$ cat src/rtl/lcd_pkg.sv
// -----------------------------------------------------------------------------
// lcd_pkg
// Shared definitions for the HD44780-style bus monitor: instruction opcode
// masks, display RAM geometry, the monitor FSM state type, the decoded
// instruction class, and helpers for DDRAM address stepping and for mapping
// a DDRAM address onto the 32-cell mirror.
// -----------------------------------------------------------------------------
package lcd_pkg;

    // Blank character written by reset and by clear-display
    localparam logic [7:0] BLANK = 8'h20;

    // DDRAM geometry for a 2-line display (40 positions per line)
    localparam logic [6:0] LINE0_BASE = 7'h00;
    localparam logic [6:0] LINE1_BASE = 7'h40;
    localparam logic [6:0] LINE0_END  = 7'h27;
    localparam logic [6:0] LINE1_END  = 7'h67;

    // Mirror holds 2 lines x 16 visible columns
    localparam int NUM_CELLS = 32;

    // Instruction opcode masks; the highest set bit selects the instruction
    localparam logic [7:0] OP_DDRAM = 8'h80;
    localparam logic [7:0] OP_CGRAM = 8'h40;
    localparam logic [7:0] OP_FUNC  = 8'h20;
    localparam logic [7:0] OP_SHIFT = 8'h10;
    localparam logic [7:0] OP_DISP  = 8'h08;
    localparam logic [7:0] OP_ENTRY = 8'h04;
    localparam logic [7:0] OP_HOME  = 8'h02;
    localparam logic [7:0] OP_CLEAR = 8'h01;

    typedef enum logic [1:0] {
        ST_IDLE  = 2'd0,
        ST_EXEC  = 2'd1,
        ST_CLEAR = 2'd2
    } state_e;

    typedef enum logic [2:0] {
        INS_NOP   = 3'd0,  // CGRAM address, cursor/display shift, 0x00
        INS_DDRAM = 3'd1,
        INS_FUNC  = 3'd2,
        INS_DISP  = 3'd3,
        INS_ENTRY = 3'd4,
        INS_HOME  = 3'd5,
        INS_CLEAR = 3'd6
    } ins_e;

    function automatic ins_e decode_ins(input logic [7:0] b);
        if      ((b & OP_DDRAM) != 8'h00) return INS_DDRAM;
        else if ((b & OP_CGRAM) != 8'h00) return INS_NOP;
        else if ((b & OP_FUNC)  != 8'h00) return INS_FUNC;
        else if ((b & OP_SHIFT) != 8'h00) return INS_NOP;
        else if ((b & OP_DISP)  != 8'h00) return INS_DISP;
        else if ((b & OP_ENTRY) != 8'h00) return INS_ENTRY;
        else if ((b & OP_HOME)  != 8'h00) return INS_HOME;
        else if ((b & OP_CLEAR) != 8'h00) return INS_CLEAR;
        else                              return INS_NOP;
    endfunction

    // Visible window: 0x00-0x0F and 0x40-0x4F, i.e. bits [5:4] clear
    function automatic logic in_window(input logic [6:0] a);
        return (a[5:4] == 2'b00);
    endfunction

    // Mirror cell index: {line, column}
    function automatic logic [4:0] cell_idx(input logic [6:0] a);
        return {a[6], a[3:0]};
    endfunction

    // Address counter step; wraps between the two 40-position lines
    function automatic logic [6:0] step_addr(input logic [6:0] a, input logic inc);
        if (inc) begin
            if (a == LINE0_END) return LINE1_BASE;
            if (a == LINE1_END) return LINE0_BASE;
            return a + 7'd1;
        end else begin
            if (a == LINE0_BASE) return LINE1_END;
            if (a == LINE1_BASE) return LINE0_END;
            return a - 7'd1;
        end
    endfunction

endpackage

$ cat src/rtl/lcd_bus_monitor_if.sv
// -----------------------------------------------------------------------------
// lcd_bus_monitor_if
// The character-LCD write bus as seen on the module pins.
//   lcd_e    : enable; a transfer completes on its falling edge
//   lcd_rs   : 0 = instruction, 1 = data
//   lcd_rw   : 0 = write, 1 = read
//   lcd_data : 8-bit bus data
// master : the LCD driver side (drives every line)
// slave  : the monitor side (observes every line)
// -----------------------------------------------------------------------------
interface lcd_bus_monitor_if;
    logic       lcd_e;
    logic       lcd_rs;
    logic       lcd_rw;
    logic [7:0] lcd_data;

    modport master (output lcd_e, output lcd_rs, output lcd_rw, output lcd_data);
    modport slave  (input  lcd_e, input  lcd_rs, input  lcd_rw, input  lcd_data);
endinterface

$ cat src/rtl/lcd_bus_sync.sv
// -----------------------------------------------------------------------------
// lcd_bus_sync
// Brings the asynchronous LCD bus into the clk domain and detects E falling
// edges. Every bus line runs through an identical SYNC_STAGES-deep chain plus
// one extra "previous" stage, so RS/RW/DATA stay aligned with E. On a fall,
// the previous-stage values (sampled while E was still high) are captured.
// Ports:
//   clk, resetn           : clock, asynchronous active-low reset
//   lcd_e_i/rs_i/rw_i/data_i : raw bus lines
//   fall_o                : one-cycle strobe per E falling edge
//   rs_o, rw_o, data_o    : bus contents of the transfer, held until the next
// -----------------------------------------------------------------------------
module lcd_bus_sync #(
    parameter int SYNC_STAGES = 2
) (
    input  logic       clk,
    input  logic       resetn,
    input  logic       lcd_e_i,
    input  logic       lcd_rs_i,
    input  logic       lcd_rw_i,
    input  logic [7:0] lcd_data_i,
    output logic       fall_o,
    output logic       rs_o,
    output logic       rw_o,
    output logic [7:0] data_o
);

    // Index 0 is the first synchronizer flop, SYNC_STAGES-1 the last,
    // SYNC_STAGES the previous-value stage used for edge detection.
    logic [SYNC_STAGES:0] e_q;
    logic [9:0]           bus_q [SYNC_STAGES+1];
    logic                 fall_q;
    logic [9:0]           cap_q;
    logic                 fall_w;

    assign fall_w = e_q[SYNC_STAGES] & ~e_q[SYNC_STAGES-1];

    // E is reset low so a bus already held high at release is not a fall
    always_ff @(posedge clk or negedge resetn) begin
        if (!resetn) begin
            e_q    <= '0;
            fall_q <= 1'b0;
            cap_q  <= '0;
            for (int i = 0; i <= SYNC_STAGES; i++) begin
                bus_q[i] <= '0;
            end
        end else begin
            e_q      <= {e_q[SYNC_STAGES-1:0], lcd_e_i};
            bus_q[0] <= {lcd_rs_i, lcd_rw_i, lcd_data_i};
            for (int i = 1; i <= SYNC_STAGES; i++) begin
                bus_q[i] <= bus_q[i-1];
            end
            fall_q <= fall_w;
            if (fall_w) begin
                cap_q <= bus_q[SYNC_STAGES];
            end
        end
    end

    assign fall_o = fall_q;
    assign rs_o   = cap_q[9];
    assign rw_o   = cap_q[8];
    assign data_o = cap_q[7:0];

endmodule

$ cat src/rtl/lcd_bus_monitor.sv
// -----------------------------------------------------------------------------
// lcd_bus_monitor
// Receiving end of the HD44780-style write bus. Decodes every E-falling-edge
// write transfer as an instruction or a data write, keeps a mirror of the
// 2x16 visible DDRAM and the controller mode flags.
// Ports:
//   clk, resetn          : system clock, asynchronous active-low reset
//   bus                  : LCD bus (E/RS/RW/DATA), asynchronous to clk
//   rd_addr / rd_data    : combinational mirror read, {line, column}
//   addr_cnt             : DDRAM address counter
//   busy                 : clear-display in progress
//   disp_on..func_f      : controller mode flags
//   cmd_valid / cmd_code : instruction pulse and last instruction byte
//   data_wr              : data-write pulse (also for dropped bytes)
//   proto_err            : pulse for a write transfer received while busy
// -----------------------------------------------------------------------------
module lcd_bus_monitor
    import lcd_pkg::*;
#(
    parameter int SYNC_STAGES  = 2,
    parameter int CLEAR_CYCLES = 32
) (
    input  logic              clk,
    input  logic              resetn,
    lcd_bus_monitor_if.slave  bus,
    input  logic [4:0]        rd_addr,
    output logic [7:0]        rd_data,
    output logic [6:0]        addr_cnt,
    output logic              busy,
    output logic              disp_on,
    output logic              cursor_on,
    output logic              blink_on,
    output logic              entry_id,
    output logic              entry_sh,
    output logic              func_dl,
    output logic              func_n,
    output logic              func_f,
    output logic              cmd_valid,
    output logic [7:0]        cmd_code,
    output logic              data_wr,
    output logic              proto_err
);

    localparam int CW = $clog2(CLEAR_CYCLES) + 1;

    // Synchronized transfer
    logic       x_fall;
    logic       x_rs;
    logic       x_rw;
    logic [7:0] x_data;

    lcd_bus_sync #(
        .SYNC_STAGES (SYNC_STAGES)
    ) u_sync (
        .clk        (clk),
        .resetn     (resetn),
        .lcd_e_i    (bus.lcd_e),
        .lcd_rs_i   (bus.lcd_rs),
        .lcd_rw_i   (bus.lcd_rw),
        .lcd_data_i (bus.lcd_data),
        .fall_o     (x_fall),
        .rs_o       (x_rs),
        .rw_o       (x_rw),
        .data_o     (x_data)
    );

    state_e         state_q, state_d;
    logic [6:0]     addr_q, addr_d;
    logic [7:0]     mem_q [NUM_CELLS];
    logic [7:0]     mem_d [NUM_CELLS];
    logic [7:0]     cmd_code_q, cmd_code_d;
    logic           disp_q, disp_d, cur_q, cur_d, blink_q, blink_d;
    logic           id_q, id_d, sh_q, sh_d;
    logic           dl_q, dl_d, n_q, n_d, f_q, f_d;
    logic           ex_cmd_q, ex_cmd_d;     // transfer in EXEC is an instruction
    logic           ex_clr_q, ex_clr_d;     // ... and that instruction is clear
    logic [CW-1:0]  clr_cnt_q, clr_cnt_d;
    logic           perr_q, perr_d;

    logic           wr_xfer;
    logic           accept;
    ins_e           ins;

    assign wr_xfer = x_fall & ~x_rw;
    assign accept  = wr_xfer && (state_q == ST_IDLE);
    assign ins     = decode_ins(x_data);

    // FSM: state register
    always_ff @(posedge clk or negedge resetn) begin
        if (!resetn) begin
            state_q <= ST_IDLE;
        end else begin
            state_q <= state_d;
        end
    end

    // FSM: next state
    always_comb begin
        state_d = state_q;
        unique case (state_q)
            ST_IDLE:  if (accept) state_d = ST_EXEC;
            ST_EXEC:  state_d = ex_clr_q ? ST_CLEAR : ST_IDLE;
            ST_CLEAR: if (clr_cnt_q == CW'(CLEAR_CYCLES - 1)) state_d = ST_IDLE;
            default:  state_d = ST_IDLE;
        endcase
    end

    // FSM: outputs. The EXEC cycle of a clear is the first busy cycle, so
    // busy spans EXEC plus CLEAR_CYCLES-1 cycles of CLEAR.
    always_comb begin
        busy      = 1'b0;
        cmd_valid = 1'b0;
        data_wr   = 1'b0;
        unique case (state_q)
            ST_EXEC: begin
                busy      = ex_clr_q;
                cmd_valid = ex_cmd_q;
                data_wr   = ~ex_cmd_q;
            end
            ST_CLEAR: busy = 1'b1;
            default: ;
        endcase
    end

    // Datapath next state: transfer effects land on the edge that enters EXEC
    always_comb begin
        addr_d     = addr_q;
        mem_d      = mem_q;
        cmd_code_d = cmd_code_q;
        disp_d     = disp_q;
        cur_d      = cur_q;
        blink_d    = blink_q;
        id_d       = id_q;
        sh_d       = sh_q;
        dl_d       = dl_q;
        n_d        = n_q;
        f_d        = f_q;
        ex_cmd_d   = ex_cmd_q;
        ex_clr_d   = ex_clr_q;
        clr_cnt_d  = clr_cnt_q;
        perr_d     = wr_xfer && busy;

        if (accept) begin
            ex_cmd_d  = ~x_rs;
            ex_clr_d  = ~x_rs && (ins == INS_CLEAR);
            clr_cnt_d = '0;
            if (x_rs) begin
                // Bytes outside the visible window still advance the counter
                if (in_window(addr_q)) begin
                    mem_d[cell_idx(addr_q)] = x_data;
                end
                addr_d = step_addr(addr_q, id_q);
            end else begin
                cmd_code_d = x_data;
                unique case (ins)
                    INS_DDRAM: addr_d = x_data[6:0];
                    INS_FUNC: begin
                        dl_d = x_data[4];
                        n_d  = x_data[3];
                        f_d  = x_data[2];
                    end
                    INS_DISP: begin
                        disp_d  = x_data[2];
                        cur_d   = x_data[1];
                        blink_d = x_data[0];
                    end
                    INS_ENTRY: begin
                        id_d = x_data[1];
                        sh_d = x_data[0];
                    end
                    INS_HOME: addr_d = LINE0_BASE;
                    INS_CLEAR: begin
                        addr_d = LINE0_BASE;
                        id_d   = 1'b1;
                    end
                    default: ;
                endcase
            end
        end else if (busy) begin
            // One cell per busy cycle; counts past the mirror only burn time
            if (clr_cnt_q < CW'(NUM_CELLS)) begin
                mem_d[clr_cnt_q[4:0]] = BLANK;
            end
            clr_cnt_d = clr_cnt_q + CW'(1);
        end
    end

    always_ff @(posedge clk or negedge resetn) begin
        if (!resetn) begin
            addr_q     <= LINE0_BASE;
            cmd_code_q <= 8'h00;
            disp_q     <= 1'b0;
            cur_q      <= 1'b0;
            blink_q    <= 1'b0;
            id_q       <= 1'b1;
            sh_q       <= 1'b0;
            dl_q       <= 1'b0;
            n_q        <= 1'b0;
            f_q        <= 1'b0;
            ex_cmd_q   <= 1'b0;
            ex_clr_q   <= 1'b0;
            clr_cnt_q  <= '0;
            perr_q     <= 1'b0;
            for (int i = 0; i < NUM_CELLS; i++) begin
                mem_q[i] <= BLANK;
            end
        end else begin
            addr_q     <= addr_d;
            cmd_code_q <= cmd_code_d;
            disp_q     <= disp_d;
            cur_q      <= cur_d;
            blink_q    <= blink_d;
            id_q       <= id_d;
            sh_q       <= sh_d;
            dl_q       <= dl_d;
            n_q        <= n_d;
            f_q        <= f_d;
            ex_cmd_q   <= ex_cmd_d;
            ex_clr_q   <= ex_clr_d;
            clr_cnt_q  <= clr_cnt_d;
            perr_q     <= perr_d;
            for (int i = 0; i < NUM_CELLS; i++) begin
                mem_q[i] <= mem_d[i];
            end
        end
    end

    assign rd_data   = mem_q[rd_addr];
    assign addr_cnt  = addr_q;
    assign cmd_code  = cmd_code_q;
    assign disp_on   = disp_q;
    assign cursor_on = cur_q;
    assign blink_on  = blink_q;
    assign entry_id  = id_q;
    assign entry_sh  = sh_q;
    assign func_dl   = dl_q;
    assign func_n    = n_q;
    assign func_f    = f_q;
    assign proto_err = perr_q;

endmodule

$ cat src/flat_wrapper.sv
// flat-port wrapper written by rule: the top's interface ports become plain ports
module lcd_bus_monitor_flat import lcd_pkg::*;
#(
    parameter int SYNC_STAGES  = 2,
    parameter int CLEAR_CYCLES = 32
)
  (clk, resetn, rd_addr, rd_data, addr_cnt, busy, disp_on, cursor_on, blink_on, entry_id, entry_sh, func_dl, func_n, func_f, cmd_valid, cmd_code, data_wr, proto_err, bus_lcd_e, bus_lcd_rs, bus_lcd_rw, bus_lcd_data);
  lcd_bus_monitor_if bus_i ();
  input  logic clk;
  input  logic resetn;
  input  logic [4:0] rd_addr;
  output logic [7:0] rd_data;
  output logic [6:0] addr_cnt;
  output logic busy;
  output logic disp_on;
  output logic cursor_on;
  output logic blink_on;
  output logic entry_id;
  output logic entry_sh;
  output logic func_dl;
  output logic func_n;
  output logic func_f;
  output logic cmd_valid;
  output logic [7:0] cmd_code;
  output logic data_wr;
  output logic proto_err;
  input wire logic [$bits(bus_i.lcd_e)-1:0] bus_lcd_e;
  input wire logic [$bits(bus_i.lcd_rs)-1:0] bus_lcd_rs;
  input wire logic [$bits(bus_i.lcd_rw)-1:0] bus_lcd_rw;
  input wire logic [$bits(bus_i.lcd_data)-1:0] bus_lcd_data;
  assign bus_i.lcd_e = bus_lcd_e;
  assign bus_i.lcd_rs = bus_lcd_rs;
  assign bus_i.lcd_rw = bus_lcd_rw;
  assign bus_i.lcd_data = bus_lcd_data;
  lcd_bus_monitor #(.SYNC_STAGES(SYNC_STAGES), .CLEAR_CYCLES(CLEAR_CYCLES)) u_core (.clk(clk), .resetn(resetn), .bus(bus_i), .rd_addr(rd_addr), .rd_data(rd_data), .addr_cnt(addr_cnt), .busy(busy), .disp_on(disp_on), .cursor_on(cursor_on), .blink_on(blink_on), .entry_id(entry_id), .entry_sh(entry_sh), .func_dl(func_dl), .func_n(func_n), .func_f(func_f), .cmd_valid(cmd_valid), .cmd_code(cmd_code), .data_wr(data_wr), .proto_err(proto_err));
endmodule
$ cat config.mk
export PLATFORM = sky130hd
export DESIGN_NAME = lcd_bus_monitor_flat
export DESIGN_NICKNAME = d
export VERILOG_FILES = /design/src/rtl/lcd_pkg.sv /design/src/rtl/lcd_bus_monitor_if.sv /design/src/rtl/lcd_bus_sync.sv /design/src/rtl/lcd_bus_monitor.sv /design/src/flat_wrapper.sv
export SDC_FILE = /design/constraint.sdc
export NUM_CORES = 1
export LEC_CHECK = 0
export CORE_ASPECT_RATIO = 0.5
export CORE_MARGIN = 1.5
export CORE_UTILIZATION = 55
export DETAILED_ROUTE_END_ITERATION = 10
export DONT_BUFFER_PORTS = 1
export GPL_TIMING_DRIVEN = 1
export PLACE_DENSITY = 0.75
export SKIP_CTS_REPAIR_TIMING = 1
export SYNTH_ARGS = -nofsm -noshare
export SYNTH_HDL_FRONTEND = slang
export SYNTH_SLANG_ARGS = --single-unit
$ cat constraint.sdc
create_clock -name clk -period 5.4 [get_ports clk]
set_input_delay 1.08 -clock clk [delete_from_list [all_inputs] [get_ports clk]]
set_output_delay 1.08 -clock clk [all_outputs]
set_load 0.005 [all_outputs]
==> results by stage <==
Run status:
- The flow ran to the end, and the final reports show no timing, DRC or antenna violations.

Power:
- The analysis attributes to cell leakage a power of 7.05 nW.
- The part of the power in registers is 50.7%.
- The clock power share is 37.1%.
- The switching fraction of total power is 27.5%.
- Power spread over the standard cell area amounts to 363 nW/µm².
- The largest vdd supply drop is 0.276 mV.
- The internal power consumption is 4.25 mW.
- Summed over all nets, the switching power comes to 1.61 mW.
- Combinational logic burns 12.2% of the power.

Floorplan:
- The placement row count is 42.
- The floorplan step set the die width to 237 µm.
- The core region area is 26,700 µm².
- For this design the top-level I/O count stands at 53.
- The initial core utilization is 56.5%.
- The die is 120 µm tall.
- The die covers 28,500 µm².

Synth:
- In the synthesized netlist, the number of instances is 1,135.
- The count of yosys warnings during synthesis is 0.
- Ranked by total cell area, the synthesized netlist is headed by sky130_fd_sc_hd__dfrtp_1, sky130_fd_sc_hd__a22o_1, sky130_fd_sc_hd__mux4_2, sky130_fd_sc_hd__dfstp_2, sky130_fd_sc_hd__mux2_2.
- Yosys mapped a number of flops with a built-in enable equal to 0.
- The register area share after synthesis is 55.7%.
- The dominant combinational cell family by area after synthesis is compound AO/OA/AOI/OAI gates.
- Counting distinct cell types in the post-synthesis netlist gives 66.
- Summing the areas of all compound-gate instances in the mapped netlist gives 18.6% of the synthesized area.
- Each instance of the synthesized netlist takes up on average 13.3 µm².
- Summed over all instances, the cell type with the most area after synthesis is sky130_fd_sc_hd__dfrtp_1.
- The fraction of synthesized area in multiplexers is 14.3%.
- The proportion of netlist area held by the largest area contributor is 50.0%.
- After Yosys synthesis, full adders, half adders and majority gates account for 0.996% of the synthesized area.
- The number of nets in the synthesized netlist is 1,165.
- The most used flip-flop cell after synthesis is sky130_fd_sc_hd__dfrtp_1.
- Of all flip-flops after synthesis, the portion carrying an async set or reset was 100%.
- After Yosys synthesis, XOR and XNOR cells account for 0.407% of the synthesized area.
- Of the total synthesized cell area, the portion taken by AND, OR, NAND and NOR gates is 6.61%.
- In this run, synthesis produced a sequential element count of 334.
- The cell area that synthesis handed to floorplanning was 15,100 µm².

Global routing:
- The combined global-route utilization of all metal layers is 29.6%.
- The global route total overflow is 0.
- The via count of the first global-routing pass is 10,300.
- The initial antenna violation count is 0.
- The first global-routing pass estimated 63.8 mm of wire.
- Entering global routing, the biggest net connects 335 pins.

Detailed routing:
- The count of nets left with antenna violations once routing finished came out at 0.
- Using the TritonRoute via totals, the vias-per-cell ratio works out to 7.26.
- The number of iterations in the first detailed-routing pass is 6.
- The total wire length after detailed routing is 40.8 mm.
- Dividing the detail-routed wire length by the instance count gives 27.9 µm.
- The remaining routing DRC violations is 0.
- In this run, the number of DRC markers left after iteration 0 of detailed routing was 1,362.
- The routed via count is 10,600.

Critical path:
- The data arrival time of the worst path is 2.43 ns.
- Data on the critical path is required at its endpoint by 4.32 ns.
- The critical path startpoint category is an input port.
- By startpoint and endpoint, the worst setup path is classified as in2out.
- The biggest fanout along the worst timing path is 64.
- The worst setup path is captured at an output pin.

Timing:
- Hold timing on the final database bottoms out at a slack of 0.221 ns.
- The normalized max-slew margin is 5.44%.
- The slew at the pin closest to its max-slew limit is 1.41 ns.
- The post-layout minimum cycle time is 3.51 ns.
- The final period utilization is 65.0%.
- The final number of hold-violating endpoints is 0.
- The number of pins exceeding their max-slew limit in the final report came to 0.
- Setup violations remaining at the end of the flow were counted as 0.
- The setup clock skew after layout is 0.0239 ns.
- The fmax is 285 MHz.
- The summed negative setup slack over all endpoints is 0 ns.
- Setup repair after global routing left no endpoint under its margin.

Layout:
- Of the cells placed in the final design, the portion with a size suffix greater than 1 is 18.5%.
- The number of standard cells in the layout, taps in and fillers out is 1,464.
- The synthesis-to-layout area growth is 7.35%.
- The number of antenna cells inserted is 0.
- The end-of-flow core utilization is 60.6%.
- The library cell used most frequently in the layout, excluding fill and tap cells, is sky130_fd_sc_hd__dfrtp_1.
- Leaving out fill and tap cells, the most frequent cells in the layout are sky130_fd_sc_hd__dfrtp_1, sky130_fd_sc_hd__a22o_1, sky130_fd_sc_hd__mux4_2, sky130_fd_sc_hd__nand2_1, sky130_fd_sc_hd__nor2_1.
- After the last flow step, the layout net total stands at 1,120.

Clocking:
- TritonCTS created 29 clock buffers.
- The clock net in this run drives a total of 334 sinks.
- CTS built an H-tree with a depth of 1.
- The clock slew at the register clock pins of the worst setup and hold paths is 0.07 ns.
- The clock tree from TritonCTS is built.
- The cell at the root of the clock tree is sky130_fd_sc_hd__clkbuf_16.
- The number of buffers between clock root and the deepest sink is 3.
- The clock latency of the later-clocked register in the worst-skew pair is 0.57 ns.

Flow run:
- The tool flagged a number of max-cap violations equal to 0.

Hold path:
- The min-delay analysis places its worst path in the category in2async.

Placed design:
- Summed over all nets, the half-perimeter wirelength after detailed placement is 27.7 mm.
- Routability-driven placement finished with a final weighted congestion of 0.976.
- The placed cell count is 1,410.
- During placement, the flow inserted port buffers numbering 0.
==> kinds of logic (layout without fill, tap and decap cells) <==
family,Yosys count,count (layout)
and+or+nand+nor,207,207
DFF,334,334
AOI/OAI and AO/OA,345,345
buffers and inverters,116,93
xor gates and xnor gates,7,7
muxes,114,114
adders and majority gates,12,12
==> flip-flops by register name (all words and copies together), names as in the netlist <==
| signal | count |
|---|---|
| u_core.func_dl | 1 |
| u_core.u_sync.fall_o | 1 |
| u_core.ex_clr_q | 1 |
| u_core.state_q | 2 |
| u_core.func_n | 1 |
| u_core.ex_cmd_q | 1 |
| u_core.clr_cnt_q | 6 |
| u_core.entry_sh | 1 |
| u_core.mem_q | 256 |
| u_core.disp_on | 1 |
| u_core.blink_on | 1 |
| u_core.u_sync.e_q | 3 |
| u_core.u_sync.cap_q | 10 |
| u_core.cmd_code | 8 |
| u_core.cursor_on | 1 |
| u_core.proto_err | 1 |
| u_core.addr_cnt | 7 |
| u_core.u_sync.bus_q | 30 |
| u_core.func_f | 1 |
| u_core.entry_id | 1 |
==> final timing paths <==
kind	cells past startpoint	start	slack, ns	endpoint
worst max-delay path	3	rd_addr[1]	1.89	rd_data[7]
worst min-delay path	0	resetn	0.22	u_core.u_sync.bus_q[14]$_DFF_PN0_
worst max register to register	9	u_core.state_q[0]$_DFFE_PN0P_	2.02	u_core.mem_q[124]$_DFFE_PN0P_
worst min register to register	0	u_core.u_sync.bus_q[23]$_DFF_PN0_	0.35	u_core.u_sync.bus_q[13]$_DFF_PN0_
max in group asynchronous	0	resetn	4.43	u_core.mem_q[243]$_DFFE_PN0P_
min in group clk	0	u_core.u_sync.bus_q[23]$_DFF_PN0_	0.35	u_core.u_sync.bus_q[13]$_DFF_PN0_
==> worst max-delay path, stage by stage <==
cell and delay [ns]:
sky130_fd_sc_hd__mux4_2 0.53, sky130_fd_sc_hd__mux4_2 0.50, sky130_fd_sc_hd__mux2_2 0.30
==> layout make-up <==
cell class	instances	area, µm²
sequential	334	8400
timing repair buffer	11	80.1
fill	1967	10500
clock inverter	11	148
inverter	29	109
clock buffer	42	845
tap	352	440
multi-input combinational	685	6160
==> metal layers <==
layer / vias to the layer above / track usage, % / part of all wire [%]
li1: 4283 / - / -
met1: 5489 / 44.4 / 41
met2: 775 / 41.3 / 42
met5: - / 0 / 0
met4: 0 / 6.17 / 2.1
met3: 87 / 11.0 / 15
==> cell usage after synthesis (6+ instances only) <==
| master | number |
|---|---|
| sky130_fd_sc_hd__a21oi_1 | 43 |
| sky130_fd_sc_hd__a22o_1 | 232 |
| sky130_fd_sc_hd__a22oi_1 | 16 |
| sky130_fd_sc_hd__a32o_1 | 10 |
| sky130_fd_sc_hd__buf_1 | 7 |
| sky130_fd_sc_hd__buf_2 | 11 |
| sky130_fd_sc_hd__buf_6 | 6 |
| sky130_fd_sc_hd__clkbuf_1 | 58 |
| sky130_fd_sc_hd__dfrtp_1 | 301 |
| sky130_fd_sc_hd__dfstp_2 | 33 |
| sky130_fd_sc_hd__ha_1 | 12 |
| sky130_fd_sc_hd__inv_1 | 28 |
| sky130_fd_sc_hd__mux2_2 | 31 |
| sky130_fd_sc_hd__mux4_2 | 78 |
| sky130_fd_sc_hd__nand2_1 | 66 |
| sky130_fd_sc_hd__nand3_1 | 24 |
| sky130_fd_sc_hd__nor2_1 | 48 |
| sky130_fd_sc_hd__nor2b_1 | 7 |
| sky130_fd_sc_hd__nor3_1 | 19 |
| sky130_fd_sc_hd__o21ai_0 | 12 |
==> through the flow <==
step / area, µm² / worst slack (ns) / power (mW)
detailed placement: 15200 / 1.88 / 3.70
finish: 16200 / 1.89 / 5.87
CTS: 16200 / 1.88 / 5.85
global placement: 15200 / 1.89 / 3.67
global route: 16200 / 1.88 / 6.07
floorplan: 15100 / 1.65 / 3.50
==> power by group through the flow <==
stage / clock (mW) / combinational [mW] / sequential, mW
after global routing: 2.30 / 0.772 / 2.99
after CTS: 2.19 / 0.702 / 2.96
after floorplan: 0 / 0.662 / 2.84
after global placement: 0 / 0.674 / 3.00
after detailed placement: 0 / 0.699 / 3.01
final: 2.18 / 0.717 / 2.97
Note: power is estimated with default switching activity, not from simulation.
